<file path="src/rtl/sap_pkg.sv">
// Shared constants for the SAP-1 controller: opcodes, one-hot T-states,
// control-word bit positions and small opcode classification helpers.
package sap_pkg;

  // Opcodes carried in ir[7:4]
  localparam logic [3:0] OP_LDA = 4'b0000;
  localparam logic [3:0] OP_ADD = 4'b0001;
  localparam logic [3:0] OP_SUB = 4'b0010;
  localparam logic [3:0] OP_OUT = 4'b1110;
  localparam logic [3:0] OP_HLT = 4'b1111;

  // One-hot ring states
  localparam int unsigned T_W = 6;
  localparam logic [T_W-1:0] T1 = 6'b000001;
  localparam logic [T_W-1:0] T2 = 6'b000010;
  localparam logic [T_W-1:0] T3 = 6'b000100;
  localparam logic [T_W-1:0] T4 = 6'b001000;
  localparam logic [T_W-1:0] T5 = 6'b010000;
  localparam logic [T_W-1:0] T6 = 6'b100000;

  // Control-word bit indices
  localparam int unsigned CW_BUS_DRIVE  = 0;
  localparam int unsigned CW_MAR_LOAD   = 1;
  localparam int unsigned CW_RAM_OUT    = 2;
  localparam int unsigned CW_A_LATCH    = 3;
  localparam int unsigned CW_A_ENABLE   = 4;
  localparam int unsigned CW_B_LATCH    = 5;
  localparam int unsigned CW_ALU_ENABLE = 6;
  localparam int unsigned CW_ALU_SUB    = 7;
  localparam int unsigned CW_OUT_LATCH  = 8;
  localparam int unsigned CW_W          = 9;

  typedef logic [CW_W-1:0] ctrl_word_t;

  // Instructions that fetch an operand from RAM in T4/T5
  function automatic logic is_mem_op(logic [3:0] op);
    return (op == OP_LDA) || (op == OP_ADD) || (op == OP_SUB);
  endfunction

  // Instructions that use the ALU in T6
  function automatic logic is_alu_op(logic [3:0] op);
    return (op == OP_ADD) || (op == OP_SUB);
  endfunction

  // Last T-state that does useful work for an opcode; used for early wrap.
  // HLT maps to T4 but never advances out of it.
  function automatic logic [T_W-1:0] last_state(logic [3:0] op);
    if (is_alu_op(op)) begin
      return T6;
    end else if (op == OP_LDA) begin
      return T5;
    end else begin
      return T4;
    end
  endfunction

endpackage

</file>
<file path="src/rtl/sap_ring_counter.sv">
// Six-state one-hot ring counter (T1..T6) with synchronous restart and an
// early-wrap input that sends the ring back to T1 on the next step.
module sap_ring_counter
  import sap_pkg::*;
(
  input  logic           clk,
  input  logic           rst_n,
  input  logic           step,
  input  logic           restart,
  input  logic           last,
  output logic [T_W-1:0] t_q
);

  logic [T_W-1:0] t_d;

  // Next state: restart wins, otherwise rotate (or wrap early) on step
  always_comb begin
    t_d = t_q;
    if (restart) begin
      t_d = T1;
    end else if (step) begin
      t_d = last ? T1 : {t_q[T_W-2:0], t_q[T_W-1]};
    end
  end

  // State register, async reset to T1
  always_ff @(posedge clk or negedge rst_n) begin
    if (!rst_n) begin
      t_q <= T1;
    end else begin
      t_q <= t_d;
    end
  end

endmodule

</file>
<file path="src/rtl/sap_controller.sv">
// SAP-1 fetch/execute sequencer. Owns PC, IR and the T-state ring, and
// decodes the current step into the datapath control lines.
module sap_controller
  import sap_pkg::*;
#(
  parameter int unsigned PC_W     = 4,
  parameter bit          SKIP_NOP = 1'b0
) (
  input  logic            clk,
  input  logic            rst_n,
  input  logic            step_en,
  input  logic            restart,
  input  logic [7:0]      bus_in,
  output logic [7:0]      bus_out,
  output logic            bus_drive,
  output logic            mar_load,
  output logic            ram_out,
  output logic            a_latch,
  output logic            a_enable,
  output logic            b_latch,
  output logic            alu_enable,
  output logic            alu_sub,
  output logic            out_latch,
  output logic            halted,
  output logic [PC_W-1:0] pc_q,
  output logic [7:0]      ir_q,
  output logic [T_W-1:0]  t_q
);

  logic [3:0] op;
  logic       hlt_now;
  logic       ring_step;
  logic       ring_last;
  ctrl_word_t cw;
  logic [7:0] bus_val;

  assign op = ir_q[7:4];

  // HLT in T4 freezes the ring at T4 while the halt flag is set
  assign hlt_now   = (t_q == T4) && (op == OP_HLT);
  assign ring_step = step_en && !halted && !hlt_now;
  assign ring_last = SKIP_NOP && (t_q == last_state(op));

  sap_ring_counter u_ring (
    .clk     (clk),
    .rst_n   (rst_n),
    .step    (ring_step),
    .restart (restart),
    .last    (ring_last),
    .t_q     (t_q)
  );

  // PC, IR and halt flag: restart clears, otherwise update on qualified steps
  always_ff @(posedge clk or negedge rst_n) begin
    if (!rst_n) begin
      pc_q   <= '0;
      ir_q   <= 8'h00;
      halted <= 1'b0;
    end else if (restart) begin
      pc_q   <= '0;
      ir_q   <= 8'h00;
      halted <= 1'b0;
    end else if (step_en && !halted) begin
      if (t_q == T2) begin
        pc_q <= pc_q + PC_W'(1);
      end
      if (t_q == T3) begin
        ir_q <= bus_in;
      end
      if (hlt_now) begin
        halted <= 1'b1;
      end
    end
  end

  // Control decode from (T-state, opcode, halted); halted silences everything
  always_comb begin
    cw      = '0;
    bus_val = 8'h00;
    if (!halted) begin
      unique case (t_q)
        T1: begin
          bus_val                = 8'(pc_q);
          cw[CW_BUS_DRIVE]       = 1'b1;
          cw[CW_MAR_LOAD]        = 1'b1;
        end
        T2: begin
          // PC increment only; bus idle
        end
        T3: begin
          cw[CW_RAM_OUT]         = 1'b1;
        end
        T4: begin
          if (is_mem_op(op)) begin
            bus_val              = {4'h0, ir_q[3:0]};
            cw[CW_BUS_DRIVE]     = 1'b1;
            cw[CW_MAR_LOAD]      = 1'b1;
          end else if (op == OP_OUT) begin
            cw[CW_A_ENABLE]      = 1'b1;
            cw[CW_OUT_LATCH]     = 1'b1;
          end
        end
        T5: begin
          if (op == OP_LDA) begin
            cw[CW_RAM_OUT]       = 1'b1;
            cw[CW_A_LATCH]       = 1'b1;
          end else if (is_alu_op(op)) begin
            cw[CW_RAM_OUT]       = 1'b1;
            cw[CW_B_LATCH]       = 1'b1;
          end
        end
        T6: begin
          if (is_alu_op(op)) begin
            cw[CW_ALU_ENABLE]    = 1'b1;
            cw[CW_A_LATCH]       = 1'b1;
            cw[CW_ALU_SUB]       = (op == OP_SUB);
          end
        end
        default: begin
          cw      = '0;
          bus_val = 8'h00;
        end
      endcase
    end
  end

  // Fan the control word out to the individual lines
  assign bus_out    = bus_val;
  assign bus_drive  = cw[CW_BUS_DRIVE];
  assign mar_load   = cw[CW_MAR_LOAD];
  assign ram_out    = cw[CW_RAM_OUT];
  assign a_latch    = cw[CW_A_LATCH];
  assign a_enable   = cw[CW_A_ENABLE];
  assign b_latch    = cw[CW_B_LATCH];
  assign alu_enable = cw[CW_ALU_ENABLE];
  assign alu_sub    = cw[CW_ALU_SUB];
  assign out_latch  = cw[CW_OUT_LATCH];

endmodule
</file>
<file path="config.mk">
export PLATFORM = sky130hd
export DESIGN_NAME = sap_controller
export DESIGN_NICKNAME = d
export VERILOG_FILES = /design/src/rtl/sap_pkg.sv /design/src/rtl/sap_ring_counter.sv /design/src/rtl/sap_controller.sv
export SDC_FILE = /design/constraint.sdc
export NUM_CORES = 1
export LEC_CHECK = 0
export CORE_MARGIN = 8
export CORE_UTILIZATION = 35
export CTS_BUF_LIST = sky130_fd_sc_hd__clkbuf_4 sky130_fd_sc_hd__clkbuf_8
export CTS_CLUSTER_DIAMETER = 80
export DETAILED_ROUTE_END_ITERATION = 8
export GPL_TIMING_DRIVEN = 0
export PLACE_DENSITY = 0.65
export SLEW_MARGIN = 20
export SYNTH_ARGS = -nofsm -noshare
export SYNTH_HDL_FRONTEND = slang
export SYNTH_SLANG_ARGS = --single-unit
</file>
<file path="constraint.sdc">
create_clock -name clk -period 2.41 [get_ports clk]
set_input_delay 0.482 -clock clk [delete_from_list [all_inputs] [get_ports clk]]
set_output_delay 0.482 -clock clk [all_outputs]
set_load 0.02 [all_outputs]
</file>
==> results.ini <==
[setup_path]
worstSetupPathType=flop to primary output
critPathTopFamily=simple AND/OR/NAND/NOR gates
arrival_ns=2.11
end_kind=primary output
cp_cell_sequence=buf_6, or4_4, or3_4, o32ai_2, buf_4
cp_slowest_cell=or4_4
critPathMaxStageDelay_ns=0.43
path_buf_inv=2
cp.required_ns=1.93
critPathMaxFanout=9
cp-start-kind=flop

[detailed_routing]
wire_per_inst_um=15.5
drc=0
ant_nets=0
routed_via_density=5.18
drt_iter0_drc=115
dr_total_vias=1311
routed_wl_um=3930
first_pass_iters=4

[grt]
grt_pass1_wl_um=6090
grt_pass1_vias=1287
overflow=0
grt_max_degree=20
antenna_found_initial=0
gr-usage-all-layers=0.137

[floorplanning]
die_area_um2=5660
die_h_um=75.3
die_w_um=75.3
start_util=0.365
std_cell_rows=21
core_region_area_um2=3360
io_pins=48

[cts]
numCtsBuffers=3
cts.clk_slew.worst_paths_ns=0.12
clock-root-buffer=clkbuf_4
cts_tree=built
cts_sinks=19
clk_path_buf_depth=2
cts_max_level=1
clock_latency_ns=0.31

[status]
violations=setup timing
status=finished with violations

[finish]
final_nets=221
final_util=0.597
drive_above_1_share=0.280
most-common-layout-cells=clkdlybuf4s50_1, buf_4, nand2_1
layout_commonest_cell=clkdlybuf4s50_1
fill_cells=324
syn2layout_area_growth_pct=63.3
final_area_um2=2010
diodes=0

[run]
cap_violations=0

[placement]
gp_congestion=0.846
portBuffers=43
dpl-instance-area_um2=1750
post-dp-hpwl_um=2680

[sta]
rsz0062_at_grt=true
min_period_ns=2.60
hold_viol=0
hold_slack_ns=0.571
setup_viol=5
setup_ws_ns=-0.186
fin_worst_skew_ns=0.00918
worst-slew-pin-transition_ns=0.891
slew_headroom=0.404
slew_viol_final=0
fin_crit_sh=1.08
max_freq_mhz=385

[logic_synthesis]
synth.cell_area_um2=1230
synth_warnings=0
ys_seq_area_frac=0.388
avgSynthCellArea_um2=8.78
synth-seq-cells=19
ys_types=41
synthCells=140

[pwr]
power_density_nw_per_um2=332
ir_worst_vdd_uv=182
p_leak_nw=0.825

[hold_path]
hp-class=flop to flop

## metrics by stage
stage / setup TNS (ns) / cells / setup WS (ns) / power (mW)
global placement: -3.55 / 232 / -0.504 / 0.465
floorplan: -0.599 / 143 / -0.182 / 0.410
detailed placement: -3.91 / 232 / -0.560 / 0.467
global route: -1.18 / 253 / -0.262 / 0.694
finish: -0.639 / 253 / -0.186 / 0.667
CTS: -1.30 / 242 / -0.282 / 0.657
## per-layer routing
layer | vias up | GRT usage | share of wire
met5 | - | 0 | 0
met3 | 7 | 0.0333 | 0.056
met1 | 629 | 0.166 | 0.41
met4 | 0 | 0.0426 | 0.016
met2 | 40 | 0.232 | 0.52
li1 | 635 | - | -
## power breakdown
part	switching, mW	total (mW)	leakage, nW	internal (mW)
sequential	0.00964	0.334	0.257	0.324
combinational	0.0763	0.150	0.549	0.0733
clock	0.108	0.183	0.0184	0.0758
total	0.193	0.667	0.825	0.474
## timing repair
item	in CTS	in global routing
pin swaps	5	5
hold buffers	0	0
endpoints found under the setup margin	13	10
setup buffers	6	12
gates cloned	0	0
resized for setup	63	17
## sequential cells by signal, summed over array words and instances, names as in the netlist
name and cells:
halted 1, u_ring.t_q 6, ir_q 8, pc_q 4
## cell type report
cell class | count | area [µm²] | area share
Sequential cell | 19 | 479 | 0.239
Buffer | 12 | 80.1 | 0.0399
Multi-Input combinational cell | 103 | 766 | 0.382
Clock buffer | 4 | 30.0 | 0.0150
Inverter | 8 | 30.0 | 0.0150
Timing Repair Buffer | 61 | 564 | 0.281
Tap cell | 46 | 57.6 | 0.0287
## worst reg2reg max path, cell delays in order, from the launching register on
cell     delay (ns)
dfrtp_1        0.41
buf_6          0.13
buf_8          0.12
nor4_4         0.22
buf_4          0.19
buf_4          0.13
nor4b_1        0.29
buf_4          0.26
mux2i_1        0.21
## final timing paths
kind                          startpoint            end  slack (ns)  cells past startpoint
setup reg to reg           u_ring.t_q[5]        ir_q[6]        0.39                      8
hold / removal                   ir_q[0]        ir_q[0]        0.57                      2
max in group asynchronous          rst_n  u_ring.t_q[4]        1.14                      1
hold reg to reg                  ir_q[0]        ir_q[0]        0.57                      2
min in group asynchronous          rst_n        ir_q[2]        0.66                      1
setup / recovery           u_ring.t_q[2]     bus_out[1]       -0.19                      5
## cell usage after synthesis (all sizes together)
| library cell | instances | area (µm²) |
|---|---|---|
| a211oi | 2 | 15.0 |
| a21oi | 9 | 45.0 |
| a311o | 1 | 10.0 |
| a311oi | 1 | 8.76 |
| a31o | 1 | 8.76 |
| a31oi | 2 | 12.5 |
| a41oi | 1 | 8.76 |
| and4 | 1 | 8.76 |
| buf | 9 | 68.8 |
| clkbuf | 4 | 15.0 |
| clkinv | 1 | 3.75 |
| conb | 1 | 3.75 |
| dfrtp | 18 | 450 |
| dfstp | 1 | 26.3 |
| ha | 1 | 12.5 |
| inv | 7 | 26.3 |
| mux2i | 9 | 90.1 |
| nand2 | 22 | 82.6 |
| nand2b | 5 | 31.3 |
| nand3 | 6 | 30.0 |
| nand3b | 2 | 15.0 |
| nand4 | 3 | 18.8 |
| nand4b | 2 | 17.5 |
| nor2 | 4 | 15.0 |
| nor2b | 3 | 18.8 |
| nor3 | 3 | 15.0 |
| nor4 | 4 | 31.3 |
| nor4b | 2 | 17.5 |
| nor4bb | 1 | 10.0 |
| o211ai | 1 | 7.51 |
| o21ai | 2 | 10.0 |
| o31ai | 3 | 22.5 |
| o32ai | 3 | 26.3 |
| or3 | 1 | 6.26 |
| or4 | 2 | 18.8 |
| or4bb | 1 | 11.3 |
| xor2 | 1 | 8.76 |
## logic make-up (layout without fill, tap and decap cells)
kind of cell,count (synthesis),in the layout,share of synthesized area
simple gates,62,62,0.283
fa+ha+maj,1,1,0.0102
xor+xnor,1,1,0.00713
other cells,1,4,0.00305
flops,19,19,0.388
compound gates,26,26,0.143
buf+inv,21,85,0.0927
mux,9,9,0.0733
(Power assumes the default switching activity.)
